File: src/rtl/elastic_config_pkg.sv
// Shared widths, loader state encoding and the context-entry record used by
// the elastic PE configuration loader.
package elastic_config_pkg;

    localparam int DATA_WIDTH                 = 32;
    localparam int OPERATION_BIT_LENGTH       = 4;
    localparam int NEIGHBOR_PE_NUM            = 4;
    localparam int NEIGHBOR_PE_NUM_BIT_LENGTH = 2;
    localparam int CONTEXT_SIZE               = 16;
    localparam int CONTEXT_SIZE_BIT_LENGTH    = 4;
    // One extra bit so a full-depth count (CONTEXT_SIZE) is representable.
    localparam int COUNT_WIDTH                = CONTEXT_SIZE_BIT_LENGTH + 1;

    localparam logic [COUNT_WIDTH-1:0] MAX_COUNT = COUNT_WIDTH'(CONTEXT_SIZE);

    typedef enum logic [1:0] {
        ST_IDLE  = 2'd0,
        ST_LOAD  = 2'd1,
        ST_START = 2'd2,
        ST_RUN   = 2'd3
    } loader_state_e;

    typedef struct packed {
        logic [NEIGHBOR_PE_NUM_BIT_LENGTH-1:0] input_PE_index_1;
        logic [NEIGHBOR_PE_NUM_BIT_LENGTH-1:0] input_PE_index_2;
        logic [NEIGHBOR_PE_NUM-1:0]            output_PE_index;
        logic [OPERATION_BIT_LENGTH-1:0]       op;
        logic [DATA_WIDTH-1:0]                 const_data;
    } ElasticConfigData;

endpackage

File: src/rtl/elastic_config_loader.sv
// Initiator side of the PE config-load interface: takes a valid/stop entry
// stream, writes one entry per cycle into the PE, then pulses start_exec.
module elastic_config_loader
    import elastic_config_pkg::*;
(
    input  logic                                  clk,
    input  logic                                  reset,
    input  logic                                  load_start,
    input  logic [COUNT_WIDTH-1:0]                load_context_count,
    input  logic                                  load_abort,
    input  logic                                  cfg_valid_input,
    output logic                                  cfg_stop_input,
    input  logic [NEIGHBOR_PE_NUM_BIT_LENGTH-1:0] cfg_input_PE_index_1,
    input  logic [NEIGHBOR_PE_NUM_BIT_LENGTH-1:0] cfg_input_PE_index_2,
    input  logic [NEIGHBOR_PE_NUM-1:0]            cfg_output_PE_index,
    input  logic [OPERATION_BIT_LENGTH-1:0]       cfg_op,
    input  logic [DATA_WIDTH-1:0]                 cfg_const_data,
    output logic [NEIGHBOR_PE_NUM_BIT_LENGTH-1:0] config_input_PE_index_1,
    output logic [NEIGHBOR_PE_NUM_BIT_LENGTH-1:0] config_input_PE_index_2,
    output logic [NEIGHBOR_PE_NUM-1:0]            config_output_PE_index,
    output logic [OPERATION_BIT_LENGTH-1:0]       config_op,
    output logic [DATA_WIDTH-1:0]                 config_const_data,
    output logic                                  write_config_data,
    output logic [CONTEXT_SIZE_BIT_LENGTH-1:0]    config_index,
    output logic                                  start_exec,
    output logic [CONTEXT_SIZE_BIT_LENGTH-1:0]    mapping_context_max_id,
    output logic                                  busy,
    output logic                                  load_error
);

    // Handshake: an entry transfers on a rising clk edge where
    // cfg_valid_input=1 and cfg_stop_input=0; stop is low only in LOAD.

    loader_state_e                       state_q, state_d;
    logic [COUNT_WIDTH-1:0]              cnt_q, cnt_d;
    logic [COUNT_WIDTH-1:0]              count_q, count_d;
    ElasticConfigData                    cfg_q, cfg_d;
    logic                                wr_q, wr_d;
    logic [CONTEXT_SIZE_BIT_LENGTH-1:0]  idx_q, idx_d;
    logic                                start_q, start_d;
    logic [CONTEXT_SIZE_BIT_LENGTH-1:0]  max_id_q, max_id_d;
    logic                                err_q, err_d;

    ElasticConfigData                    entry;
    logic [COUNT_WIDTH-1:0]              cnt_inc;
    logic [COUNT_WIDTH-1:0]              count_m1;
    logic                                accept;
    logic                                last_accept;
    logic                                count_bad;

    assign entry.input_PE_index_1 = cfg_input_PE_index_1;
    assign entry.input_PE_index_2 = cfg_input_PE_index_2;
    assign entry.output_PE_index  = cfg_output_PE_index;
    assign entry.op               = cfg_op;
    assign entry.const_data       = cfg_const_data;

    assign cnt_inc     = cnt_q + COUNT_WIDTH'(1);
    assign count_m1    = count_q - COUNT_WIDTH'(1);
    assign accept      = (state_q == ST_LOAD) && cfg_valid_input;
    assign last_accept = accept && (cnt_inc == count_q);
    assign count_bad   = (load_context_count == '0) || (load_context_count > MAX_COUNT);

    always_ff @(posedge clk or posedge reset) begin
        if (reset) begin
            state_q  <= ST_IDLE;
            cnt_q    <= '0;
            count_q  <= '0;
            cfg_q    <= '0;
            wr_q     <= 1'b0;
            idx_q    <= '0;
            start_q  <= 1'b0;
            max_id_q <= '0;
            err_q    <= 1'b0;
        end else begin
            state_q  <= state_d;
            cnt_q    <= cnt_d;
            count_q  <= count_d;
            cfg_q    <= cfg_d;
            wr_q     <= wr_d;
            idx_q    <= idx_d;
            start_q  <= start_d;
            max_id_q <= max_id_d;
            err_q    <= err_d;
        end
    end

    always_comb begin
        state_d  = state_q;
        cnt_d    = cnt_q;
        count_d  = count_q;
        cfg_d    = cfg_q;
        wr_d     = 1'b0;
        idx_d    = idx_q;
        start_d  = 1'b0;
        max_id_d = max_id_q;
        err_d    = err_q;

        case (state_q)
            ST_IDLE, ST_RUN: begin
                if (load_start) begin
                    if (count_bad) begin
                        err_d = 1'b1;
                    end else begin
                        err_d   = 1'b0;
                        count_d = load_context_count;
                        cnt_d   = '0;
                        state_d = ST_LOAD;
                    end
                end
            end
            ST_LOAD: begin
                if (accept) begin
                    cfg_d = entry;
                    wr_d  = 1'b1;
                    idx_d = cnt_q[CONTEXT_SIZE_BIT_LENGTH-1:0];
                    cnt_d = cnt_inc;
                end
                // Abort still lets a same-cycle entry write, but never starts.
                if (load_abort) begin
                    state_d = ST_IDLE;
                end else if (last_accept) begin
                    state_d  = ST_START;
                    start_d  = 1'b1;
                    max_id_d = count_m1[CONTEXT_SIZE_BIT_LENGTH-1:0];
                end
            end
            ST_START: begin
                state_d = ST_RUN;
            end
            default: begin
                state_d = ST_IDLE;
            end
        endcase
    end

    assign cfg_stop_input          = (state_q != ST_LOAD);
    assign busy                    = (state_q == ST_LOAD) || (state_q == ST_START);
    assign config_input_PE_index_1 = cfg_q.input_PE_index_1;
    assign config_input_PE_index_2 = cfg_q.input_PE_index_2;
    assign config_output_PE_index  = cfg_q.output_PE_index;
    assign config_op               = cfg_q.op;
    assign config_const_data       = cfg_q.const_data;
    assign write_config_data       = wr_q;
    assign config_index            = idx_q;
    assign start_exec              = start_q;
    assign mapping_context_max_id  = max_id_q;
    assign load_error              = err_q;

endmodule
File: config.mk
export PLATFORM = sky130hd
export DESIGN_NAME = elastic_config_loader
export DESIGN_NICKNAME = d
export VERILOG_FILES = /design/src/rtl/elastic_config_pkg.sv /design/src/rtl/elastic_config_loader.sv
export SDC_FILE = /design/constraint.sdc
export NUM_CORES = 1
export LEC_CHECK = 0
export BUFFER_PORTS_ARGS = -buffer_cell sky130_fd_sc_hd__buf_2
export CORE_ASPECT_RATIO = 2
export CORE_MARGIN = 2
export CORE_UTILIZATION = 48
export DETAILED_ROUTE_END_ITERATION = 8
export PLACE_DENSITY = 0.8
export SYNTH_ARGS = -nofsm -noshare
export SYNTH_HDL_FRONTEND = slang
export SYNTH_SLANG_ARGS = --single-unit
File: constraint.sdc
create_clock -name clk -period 2.66 [get_ports clk]
set_clock_uncertainty 0.2 [all_clocks]
set_input_delay 0.532 -clock clk [delete_from_list [all_inputs] [get_ports clk]]
set_output_delay 0.532 -clock clk [all_outputs]
set_load 0.01 [all_outputs]
After elaboration in Yosys (flattened, before gate mapping)
Index checks and enable logic that the tools add are counted.
- input bits: 54
- output and inout bits: 57
- register bits: 67
- logic and storage cells: 56
- mux-type cells: 15
- reductions and logical operators: 14
- order comparisons: 1
- equal/unequal tests: 9
- add/sub/neg operators: 2
- bitwise logic cells: 2
- operator list (operator ; number):
    5-bit two-way mux ; 3
    5-bit one-hot mux with 2 select lines ; 1
    3-bit AND reduction ; 3
    2-bit two-way mux ; 4
    1-bit two-way mux ; 6
    2-bit inequality test, second input constant ; 3
    2-bit one-hot mux with 3 select lines ; 1
    5-bit by 1-bit adder with 5-bit output, second input constant ; 1
    5-bit equality test ; 1
    5-bit > comparator, second input constant ; 1
    5-bit logical NOT ; 1
    2-bit equality test, second input constant ; 2
    2-bit AND reduction ; 2
    4-bit AND reduction ; 1
    4-bit by 1-bit subtractor with 4-bit output, second input constant ; 1
    3-bit inequality test, second input constant ; 1
    2-bit by 1-bit equality test with 1-bit output, second input constant ; 1
    1-bit logical AND ; 2
    2-bit logical NOT ; 1
    1-bit logical OR ; 2
    2-bit by 1-bit inequality test with 1-bit output, second input constant ; 1
    1-bit inverter ; 2
    2-bit nonzero test ; 1
    2-bit OR reduction ; 1

Logic depth before layout (Yosys ltp)
- depth after elaboration: 6
- gate-level depth with buffers: 9
- gate-level depth less buffers: 7

Worst setup path before layout
OpenSTA, ideal clock, no wires.
- path kind: reg-to-reg
- start: register cnt_q[0]
- end: register max_id_q[0] (netlist: mapping_context_max_id[0])
- library setup time: 125 ps
- path buffers: 0
- period minus slack after synthesis: 2147 ps
- cell stages (with the launch flop): 7
- data arrival time: 1822 ps
- setup slack: 513 ps
- data required time: 2335 ps
- cell sequence: dfrtp_1 -> ha_1 -> xor2_1 -> or3_4 -> nor3_4 -> nand2_4 -> mux2_4
- cells in the longest elaborated chain, start to end: 4
- ends and longest elaborated chain (element ; line ; source):
    start: declaration ; elastic_config_loader.sv:35 ; logic [COUNT_WIDTH-1:0] cnt_q, cnt_d;
    start signal: assignment ; elastic_config_loader.sv:76 ; cnt_q <= cnt_d;
    5-bit by 1-bit adder with 5-bit output ; elastic_config_loader.sv:57 ; assign cnt_inc = cnt_q + COUNT_WIDTH'(1);
    5-bit equality test ; elastic_config_loader.sv:60 ; assign last_accept = accept && (cnt_inc == count_q);
    1-bit logical AND ; elastic_config_loader.sv:60 ;
    3-bit AND reduction (no line) ; n/a ;
    end signal: assignment ; elastic_config_loader.sv:82 ; max_id_q <= max_id_d;
    end: declaration ; elastic_config_loader.sv:41 ; logic [CONTEXT_SIZE_BIT_LENGTH-1:0] max_id_q, max_id_d;
No other way between the ends.
A chain may end at the register's enable or synchronous reset.

Worst setup path in the final report
- start: register state_q[1]
- end: register max_id_q[0] (netlist: mapping_context_max_id[0])
- cells in the longest elaborated chain, start to end: 4
- ends and longest elaborated chain (element ; line ; source):
    start: declaration ; elastic_config_loader.sv:34 ; loader_state_e state_q, state_d;
    start signal: assignment ; elastic_config_loader.sv:75 ; state_q <= state_d;
    2-bit by 1-bit equality test with 1-bit output * ; elastic_config_loader.sv:59, elastic_config_loader.sv:98 ;
    1-bit logical AND ; elastic_config_loader.sv:59 ; assign accept = (state_q == ST_LOAD) && cfg_valid_input;
    1-bit logical AND ; elastic_config_loader.sv:60 ;
    3-bit AND reduction (no line) * ; n/a ;
Every way passes the cells marked *; elsewhere a longest branch is shown, timed or not.

==> metrics.md <==
| Metric | Value |
|---|---|
| Max stage delay on crit path | 0.45 ns |
| Setup tns final | 0 ns |
| FF-to-FF Start | state_q[1] |
| PwrDens | 1250 mW/mm^2 |
| Worst R2R Path Depth | 7 |
| Diodes inserted | 0 |
| Final period utilization | 0.877 |
| Clk slew on worst S/H paths | ~0.05 ns |
| Worst EP required | ~2.7 ns |
| Antenna Nets Post-Route | 0 |
| Max rail drop VDD | 0.864 mV |
| Synth Instances | between 200 and 250 |
| Clock Latency Late Sink | 0.31 ns |
| Number of max-cap violations | 0 |
| Pins Over Slew Limit | 0 |
| Iter 0 DRT Violations | 78 |
| Setup violators final | 0 |
| First-pass GRT wire length | 9.50 mm |
| Layout cells sized above 1 | 0.581 |
| Drt pass-1 iters | 4 |
| Vias in the first global route | about 2000 |
| R2R Path End | mapping_context_max_id[0] |
| TritonCTS clock tree | done |
| Buf+Inv Stages, Crit Path | 1 |
| Worst Setup End Kind | flip-flop |
| Placer congestion estimate | ~0.9 |
| Mapped Avg Cell Area | 14.0 um^2 |
| Arrival @ worst endpoint | 2.33 ns |
| Synth warn | 0 |
| Clk sinks | 67 |
| Final instance area | 0.00375 mm^2 |
| Clock root cell | clkbuf_16 |
| Crit-path max FO | 8 |
| Max Buffers Root-to-Sink | 2 |
| CP cell instances | inv_1, ha_1, nand2_2, or3_4, nor3_4, nand2_4, mux2_4 |
| Synth Net Count | approximately 260 |
| Final count of hold timing violations | 0 |
| Cts repair resizes | 0 |
| Commonest non-fill, non-tap cell in the layout | buf_2 |
| Layout area overhead | 32.3% |
| Starting Density | 0.497 |
| Post-DR vias/cell | 5.09 |
| Drt drc | 0 |
| DPL Wire Length | 4.32 mm |
| Mapped Area | 0.00284 mm^2 |
| Post-CTS setup buffer count | 0 |
| GRT Total Usage | 0.193 |
| Most frequent cells in the layout | buf_2, dfrtp_1, mux2_2 |
| Hold_buf cts | 0 |
| CP max-delay cell | or3_4 |
| Top cell family by delay on the critical path | simple AND/OR/NAND/NOR gates |
| Outcome | finished clean |
| H-tree levels | 3 |
| R2R Setup Slk | 0.33 ns |
| Register Area | 0.00168 mm^2 |
| Worst slew pin tran | between 0.5 and 0.6 ns |
| Initial antenna violation count | 0 |
| Placed inst area | 0.00346 mm^2 |
| Full die area | 0.00658 mm^2 |
| Core area | 0.00571 mm^2 |
| Wire per inst | 14.9 um |
| CP Launch Type | flip-flop |
| Cell row count | 39 |
| Seq/Total Area, Yosys | 0.591 |
| Fin crit period | 2.33 ns |
| TritonCTS buffer count | 9 |
| Yosys cell types | 34 |
| Vias | 1950 |
| Area of the multi-input gates | approximately 0.0011 mm^2 |
| Overall power | ~4700 uW |
| Seq cells post-synth | 67 |
| Setup CP Type | reg -> reg |
| Remaining Overflow, GRT | 0 |
| Fmax | 0.429 GHz |
| Largest net degree at the start of global routing | 45 |
| LEAKAGE | 0.00189 uW |
| Total I/O pin count | 111 |
| Tightest Hold Check Type | in -> async |
| RSZ-0062 raised after global routing | no |
| IO Port Bufs | 110 |
| Die height | 113 um |
| Fillers | 449 |
| Total Wirelength | 5.72 mm |
| Die X-Extent | 58.4 um |
| Final #Nets | about 380 |
| Relative slew slack | 0.617 |
flip-flops by register name (all words and copies together) (netlist names):
register                 flops
config_const_data           32
cnt_q                        5
count_q                      5
config_index                 4
config_op                    4
config_output_PE_index       4
mapping_context_max_id       4
config_input_PE_index_1      2
config_input_PE_index_2      2
state_q                      2
load_error                   1
start_exec                   1
write_config_data            1
kinds of logic after synthesis:
family | Yosys count | synth area share
adder cells (fa/ha/maj) | 5 | 0.0221
multiplexers | 58 | 0.233
AO/OA/AOI/OAI | 21 | 0.0468
AND/OR/NAND/NOR | 26 | 0.0565
buffers and inverters | 17 | 0.0256
flip-flops | 67 | 0.591
XOR/XNOR | 8 | 0.0247
through the flow:
step,util,setup WS (ns),hold WS [ns],instances
6_report,0.657,0.328,0.0741,383
5_1_grt,0.657,0.173,0.109,383
4_1_cts,0.657,0.304,0.0877,383
3_5_place_dp,0.606,0.310,0.287,368
3_3_place_gp,0.606,0.376,0.280,368
2_1_floorplan,-,0.245,0.268,202
area by class of cell:
cell class | count | area share
Inverter | 10 | 0.0100
Multi-Input combinational cell | 118 | 0.290
Timing Repair Buffer | 112 | 0.154
Clock inverter | 2 | 0.00933
Clock buffer | 13 | 0.0693
Tap cell | 61 | 0.0203
Sequential cell | 67 | 0.447
worst max-delay path by stage:
stage / from / endpoint / slack (ns) / depth (start not counted)
6_report: state_q[1] / mapping_context_max_id[0] / 0.33 / 7
3_5_place_dp: state_q[1] / mapping_context_max_id[3] / 0.31 / 7
3_3_place_gp: state_q[1] / mapping_context_max_id[0] / 0.38 / 7
2_1_floorplan: reset / cnt_q[0] / 0.24 / 1
4_1_cts: state_q[1] / mapping_context_max_id[0] / 0.30 / 7
5_1_grt: state_q[1] / mapping_context_max_id[0] / 0.17 / 7
where the power goes:
part	total [uW]	switching (uW)	leakage, uW	internal [uW]
Combinational	1760	857	0.000940	901
Sequential	1780	284	0.000807	1490
Clock	1150	376	0.000146	769
Total	4680	1520	0.00189	3160
per-layer routing:
| layer | routed length (um) | part of all wire | up-vias | track usage |
|---|---|---|---|---|
| li1 | - | - | 937 | - |
| met1 | 1970 | 0.34 | 946 | 0.210 |
| met2 | 3370 | 0.59 | 57 | 0.342 |
| met3 | 264 | 0.046 | 10 | 0.0411 |
| met4 | 113 | 0.020 | 0 | 0.0946 |
| met5 | 0 | 0 | - | 0 |
Yosys cell counts:
cell	n	area [um^2]
nand2b_1	4	25.0
and2_1	2	12.5
buf_1	1	3.75
nand4bb_1	1	11.3
o21bai_1	1	7.51
nand3_1	4	20.0
o2111a_1	1	11.3
buf_2	4	20.0
o21a_2	1	8.76
nand2_1	6	22.5
o21ai_0	7	35.0
nor2_1	3	11.3
nor3_1	1	5.00
xor2_1	5	43.8
nand3b_1	1	7.51
mux2i_1	2	20.0
o2bb2ai_1	1	8.76
o21ai_1	1	5.00
inv_1	10	37.5
nor3_4	1	16.3
o2111ai_1	1	8.76
o31ai_1	2	15.0
buf_4	1	7.51
clkbuf_1	1	3.75
mux2_4	3	45.0
a21oi_1	5	25.0
a22oi_1	1	7.51
nor4_1	1	6.26
or3_4	1	11.3
mux2_2	53	597
nand2_4	1	11.3
dfrtp_1	67	1680
xnor2_1	3	26.3
ha_1	5	62.6
Note: power is estimated with default switching activity, not from simulation.
